`src/rtl/multnxm_pipe.sv`:
```
// Pipelined AW x BW multiplier with per-beat signedness and a signed wrap-around accumulator.
// Global stall: every stage advances together when the output is free or being accepted.
module multnxm_pipe #(
  parameter int unsigned AW     = 18,
  parameter int unsigned BW     = 18,
  parameter int unsigned STAGES = 3,
  parameter int unsigned ACCW   = 48
) (
  input  logic               i_clk,
  input  logic               i_rst,
  input  logic               i_valid,
  output logic               o_ready,
  input  logic               i_multa_sgn,
  input  logic               i_multb_sgn,
  input  logic [AW-1:0]      i_multa,
  input  logic [BW-1:0]      i_multb,
  input  logic               i_acc_en,
  input  logic               i_acc_clr,
  output logic               o_valid,
  input  logic               i_ready,
  output logic [AW+BW-1:0]   o_product,
  output logic [ACCW-1:0]    o_acc,
  output logic               o_acc_ovf
);

  localparam int unsigned PW = AW + BW;
  localparam int unsigned E  = STAGES - 2;  // chain index of the beat entering the output stage

  logic          advance;
  logic          in_v_q, in_asgn_q, in_bsgn_q, in_en_q, in_clr_q;
  logic [AW-1:0] in_a_q;
  logic [BW-1:0] in_b_q;
  logic [PW-1:0] op_a, op_b;

  // Chain index 0 is the combinational product of the input stage; index i>0 is stage i+1.
  logic [STAGES-1:0] ch_v;
  logic [PW-1:0]     ch_p [STAGES];
  logic [STAGES-2:0] ch_sx, ch_en, ch_clr;

  logic [ACCW-1:0] acc_q, acc_d, prod_ext, sum;
  logic            ovf_q, ovf_d;

  assign advance = i_ready | ~ch_v[STAGES-1];
  assign o_ready = advance;

  always_ff @(posedge i_clk or posedge i_rst) begin
    if (i_rst) begin
      in_v_q    <= 1'b0;
      in_asgn_q <= 1'b0;
      in_bsgn_q <= 1'b0;
      in_en_q   <= 1'b0;
      in_clr_q  <= 1'b0;
      in_a_q    <= '0;
      in_b_q    <= '0;
    end else if (advance) begin
      in_v_q    <= i_valid;
      in_asgn_q <= i_multa_sgn;
      in_bsgn_q <= i_multb_sgn;
      in_en_q   <= i_acc_en;
      in_clr_q  <= i_acc_clr;
      in_a_q    <= i_multa;
      in_b_q    <= i_multb;
    end
  end

  // Extending both operands to PW bits and multiplying modulo 2^PW yields the exact product.
  always_comb begin
    op_a = {{BW{in_asgn_q & in_a_q[AW-1]}}, in_a_q};
    op_b = {{AW{in_bsgn_q & in_b_q[BW-1]}}, in_b_q};
  end

  assign ch_v[0]   = in_v_q;
  assign ch_p[0]   = op_a * op_b;
  assign ch_sx[0]  = in_asgn_q | in_bsgn_q;
  assign ch_en[0]  = in_en_q;
  assign ch_clr[0] = in_clr_q;

  for (genvar i = 1; i < STAGES; i++) begin : g_stage
    logic          v_q;
    logic [PW-1:0] p_q;

    always_ff @(posedge i_clk or posedge i_rst) begin
      if (i_rst) begin
        v_q <= 1'b0;
        p_q <= '0;
      end else if (advance) begin
        v_q <= ch_v[i-1];
        p_q <= ch_p[i-1];
      end
    end

    assign ch_v[i] = v_q;
    assign ch_p[i] = p_q;

    // The output stage needs no flags: they are consumed as the beat enters it.
    if (i < STAGES - 1) begin : g_flags
      logic sx_q, en_q, clr_q;

      always_ff @(posedge i_clk or posedge i_rst) begin
        if (i_rst) begin
          sx_q  <= 1'b0;
          en_q  <= 1'b0;
          clr_q <= 1'b0;
        end else if (advance) begin
          sx_q  <= ch_sx[i-1];
          en_q  <= ch_en[i-1];
          clr_q <= ch_clr[i-1];
        end
      end

      assign ch_sx[i]  = sx_q;
      assign ch_en[i]  = en_q;
      assign ch_clr[i] = clr_q;
    end
  end

  always_comb begin
    prod_ext = {{(ACCW-PW){ch_sx[E] & ch_p[E][PW-1]}}, ch_p[E]};
    sum      = acc_q + prod_ext;
    acc_d    = acc_q;
    ovf_d    = ovf_q;
    if (advance && ch_v[E] && ch_en[E]) begin
      if (ch_clr[E]) begin
        acc_d = prod_ext;
        ovf_d = 1'b0;
      end else begin
        acc_d = sum;
        if ((acc_q[ACCW-1] == prod_ext[ACCW-1]) && (sum[ACCW-1] != acc_q[ACCW-1])) begin
          ovf_d = 1'b1;
        end
      end
    end
  end

  always_ff @(posedge i_clk or posedge i_rst) begin
    if (i_rst) begin
      acc_q <= '0;
      ovf_q <= 1'b0;
    end else begin
      acc_q <= acc_d;
      ovf_q <= ovf_d;
    end
  end

  assign o_valid   = ch_v[STAGES-1];
  assign o_product = ch_p[STAGES-1];
  assign o_acc     = acc_q;
  assign o_acc_ovf = ovf_q;

endmodule

```
`config.mk`:
```
export PLATFORM = sky130hd
export DESIGN_NAME = multnxm_pipe
export DESIGN_NICKNAME = d
export VERILOG_FILES = /design/src/rtl/multnxm_pipe.sv
export SDC_FILE = /design/constraint.sdc
export NUM_CORES = 1
export LEC_CHECK = 0
export BUFFER_PORTS_ARGS = -buffer_cell sky130_fd_sc_hd__buf_2
export CAP_MARGIN = 5
export CORE_MARGIN = 2
export CORE_UTILIZATION = 59
export CTS_CLUSTER_DIAMETER = 100
export DETAILED_ROUTE_END_ITERATION = 8
export PLACE_DENSITY = 0.89
export SLEW_MARGIN = 20
export SYNTH_ARGS = -nofsm -noshare
export SYNTH_HDL_FRONTEND = slang
export SYNTH_SLANG_ARGS = --single-unit
```
`constraint.sdc`:
```
create_clock -name i_clk -period 8.2 [get_ports i_clk]
set_input_delay 0.82 -clock i_clk [delete_from_list [all_inputs] [get_ports i_clk]]
set_output_delay 0.82 -clock i_clk [all_outputs]
set_load 0.005 [all_outputs]
```
* Yosys cells after proc, flatten, opt, wreduce, memory -nomap -nowiden
Index checks and enable logic that the tools add are counted.
** Word-level totals
- Bits in registers :: 167
- Input bits :: 44
- Output and inout port bits :: 87
- Logic and storage cells :: 34
** Operators by class
- Add/sub/neg operators :: 1
- Multipliers :: 1
- Eq/ne operators :: 2
- Muxes and demuxes :: 3
- Bitwise gates (word level) :: 6
- Reduce and logical (&&, ||, !) cells :: 5
** Operators with widths (number)
- adder 48 bit :: 1
- 2-to-1 mux 48 bit :: 1
- multiplier 19 x 19 -> 36 bit :: 1
- bitwise AND 1 bit :: 3
- logical AND 1 bit :: 3
- 2-to-1 mux 1 bit :: 2
- bitwise OR 1 bit :: 2
- AND reduction 2 bit :: 1
- nonzero test 2 bit :: 1
- == test 1 bit :: 1
- != test 1 bit :: 1
- inverter 1 bit :: 1

* Depth between registers and ports, before layout
- Word-level depth :: 6
- Gate-level depth with buffers :: 27
- Gate-level depth less buffers :: 25

* Worst setup path before layout
OpenSTA, ideal clock, no wires.
- Path kind :: reg2reg
- From :: reg in_a_q[17]
- To :: reg g_stage[1].p_q[35]
- Library setup time :: 139 ps
- Arrival :: 6669 ps
- Required time :: 8061 ps
- Slack :: 1393 ps
- Cell stages (with the launch flop) :: 25
- Buffers on the path :: 2
- Cell sequence :: dfrtp_1 > clkbuf_1 > and2_1 > clkbuf_1 > nand2_1 > inv_1 > fa_1 > fa_1 > fa_1 > inv_1 > fa_1 > inv_1 > fa_1 > fa_1 > ha_1 > ha_1 > a21o_1 > a21o_1 > a21oi_1 > nor2b_1 > a31o_1 > or4_1 > a31oi_1 > xnor2_1 > a21oi_1
** Between the ends
- Word-level cells in the longest chain between the ends :: 2
** Ends and longest elaborated chain
- from (decl) :: RTL line 31 : logic [AW-1:0] in_a_q;
- from (signal assigned) :: RTL line 61 : in_a_q <= i_multa;
- bitwise AND 1 bit :: RTL line 68 : op_a = {{BW{in_asgn_q & in_a_q[AW-1]}}, in_a_q};
- multiplier 19 x 19 -> 36 bit (*) :: RTL line 73 : assign ch_p[0] = op_a * op_b;
- to (signal assigned) :: RTL line 88 : p_q <= ch_p[i-1];
- to (decl) :: RTL line 80 : logic [PW-1:0] p_q;
Every way passes the cells marked *; elsewhere a longest branch is shown, timed or not.
A chain may end at the register's enable or synchronous reset.

* Final worst setup path
- From :: reg in_asgn_q
- To :: reg g_stage[1].p_q[35]
** Between the ends
- Word-level cells in the longest chain between the ends :: 2
** Ends and longest elaborated chain
- from (decl) :: RTL line 30 : logic in_v_q, in_asgn_q, in_bsgn_q, in_en_q, in_clr_q;
- from (signal assigned) :: RTL line 57 : in_asgn_q <= i_multa_sgn;
- bitwise AND 1 bit :: RTL line 68
- multiplier 19 x 19 -> 36 bit :: RTL line 73
Every way passes these cells.

==> metrics <==
Final Max Tran Viols=0; sequential share of the synthesized area=18.7%; Crit Path Max Fanout=11; Max Clock Freq=0.134 GHz; post-route ant nets=0; Skew-Pair Late Insertion Delay=0.48 ns; DRT Pass-1 Iters=5; post-synthesis compound-gate area fraction=9.24%; P&R area growth vs syn=5.65%; M1 GR Usage=between 30% and 40%; XOR/XNOR Fraction of Synth Area=2.98%; Worst Path Required=8.52 ns; Top FF cell, synth=dfrtp_1; Final #Nets=~3.1k; type of the tightest min-delay check=flip-flop to flip-flop; Ant. Diodes=0; asr flop ratio synth=100%; met3 Resource Use GR=under 10%; Ys Warns=0; clock tree sinks=between 150 and 200; minimum clock period=7.48 ns; post-synthesis cell area=roughly 22000 um^2; area share of and/or/nand/nor cells after synthesis=18.1%; area share of fa/ha/maj cells after synthesis=40.6%; Setup Fix Bufs, Post-CTS=0; initial antenna violation count=0; GRT Max-Usage Layer=met2; First DRT Iteration DRCs=between 1k and 1.5k; die width=199 um; overall routed net length=58000 um; Hold Path Cell Cnt=2; wire per inst=between 15 and 20 um; unrepaired setup endpoints after global routing=false; final setup fails=0; max_slew headroom=29.0%; post-synthesis cell count=2547; count leader, synth=nand2_1; # rows=71; clk slew on worst S/H paths=0.09 ns; CTS Hold Buffers Added=0; Fin. Hold Viols=0; GRT Total Usage=30.8%; FF+latch count, synth=167; cell taking the most area after synthesis=fa_1; Syn Area/Cell=~9 um^2; type of origin of the critical path=flip-flop; Data arrival, critical path=7.80 ns; Initial Util=roughly three fifths; Synth area leaders=fa_1, dfrtp_1, nand2_1; Post-synth EDFFs=0; # IOs=131; grt ovf=0; clk_skew=0.0212 ns; H-tree levels=4; vias in the first global route=18.8k; largest net degree at the start of global routing=roughly 110; Synth top cells by count=nand2_1, inv_1, fa_1, dfrtp_1; Setup CP Type=flip-flop to flip-flop; CP endpoint kind=flip-flop; clock buffer count from CTS=17; Distinct cells, synth=71; root buffer cell=clkbuf_16; DRC viols=0; r2r worst-path depth=22; global-route wire length before repair=93900 um; number of max-cap violations=0; detailed-route via count=around 18k; Yosys top cell area share=around a third; largest family of logic cells by synthesized area=adder cells; Register-to-Register Setup Slack=about 0.72 ns; Tcrit/Tclk final=91.2%; die footprint=slightly below 40000 um^2; gp weighted congestion=0.964; mux cell area share after synthesis=less than 1%; I/O Buffers=130; Worst Tran Pin Value=1.07 ns; share of cells above drive strength 1=7.75%; met2 Track Usage GR=51.6%; Resized Gates After CTS=0; status=completed; hpwl dp=44300 um; TritonCTS clock tree=done; die height=just under 200 um; Synthesized Nets=3102; Longest Clk Path Bufs=2; Core ar.=approximately 37000 um^2; Setup TNS Final=0 ns; Via density=5.81
worst max-delay path, cell delays in order, from the launching register on:
cell	delay, ns
dfrtp_1	0.52
and2_1	0.46
nand2_1	0.18
inv_1	0.19
fa_1	0.55
fa_1	0.55
fa_1	0.84
inv_1	0.20
fa_1	0.52
inv_1	0.06
fa_1	0.55
fa_1	0.42
ha_1	0.29
ha_1	0.33
a21o_1	0.18
a21o_1	0.18
a21oi_1	0.14
nor2b_1	0.06
a31o_1	0.20
or4_1	0.41
a31oi_1	0.24
xnor2_1	0.15
a21oi_1	0.09
metal layers:
metal | part of all wire, % | wire [um]
met1 | 37 | 21600
met2 | 49 | 28600
met3 | 7.1 | 4090
met4 | 6.4 | 3740
met5 | 0 | 0
cells by family after synthesis:
logic type | after synthesis
xor+xnor | 76
flops | 167
fa+ha+maj | 511
buf+inv | 561
compound gates | 321
mux | 8
simple gates | 903
layout by cell type (no fill, tap or decap), types with 46 or more instances in the layout:
master	netlist	routed
a21oi_1	102	102
and2_1	155	155
buf_2	1	130
dfrtp_1	167	166
fa_1	356	356
ha_1	155	155
inv_1	394	393
nand2_1	531	531
nor2_1	97	97
o21ai_0	65	65
xnor2_1	46	46
state kept, by name, indices dropped and copies added, names as in the netlist:
register / count
o_acc: 48
g_stage.p_q: 36
o_product: 36
in_a_q: 18
in_b_q: 18
g_stage.g_flags.clr_q: 1
g_stage.g_flags.en_q: 1
g_stage.g_flags.sx_q: 1
g_stage.v_q: 1
in_asgn_q: 1
in_bsgn_q: 1
in_clr_q: 1
in_en_q: 1
in_v_q: 1
o_acc_ovf: 1
o_valid: 1
through the flow:
stage | hold WS (ns) | instances | util (%) | setup WS [ns] | cell area [um^2]
finish | 0.468 | 3065 | 63.0 | 0.724 | 23600
global route | 0.496 | 3065 | 63.0 | 0.403 | 23600
CTS | 0.468 | 3065 | 63.0 | 0.807 | 23600
detailed placement | 0.451 | 3033 | 61.3 | 0.846 | 23000
global placement | 0.444 | 3033 | 61.3 | 1.14 | 23000
floorplan | 0.439 | 2547 | - | 1.39 | 22300
final cells by class:
type | instances | area (um^2)
clock buffer | 17 | 425
sequential | 167 | 4180
clock inverter | 15 | 200
fill | 2988 | 13900
timing repair buffer | 141 | 733
multi-input combinational | 1819 | 15900
inverter | 395 | 1490
tap | 511 | 639
final timing paths:
check,from,end
setup / recovery,in_asgn_q,g_stage[1].p_q[35]
hold / removal,o_product[12],o_product[12]
setup reg to reg,in_asgn_q,g_stage[1].p_q[35]
hold reg to reg,o_product[12],o_product[12]
max in group asynchronous,i_rst,g_stage[1].p_q[18]
min in group asynchronous,i_rst,in_clr_q
Power is not shown: default switching activity piles up to over one toggle a cycle in this logic, so the estimate is an artifact.
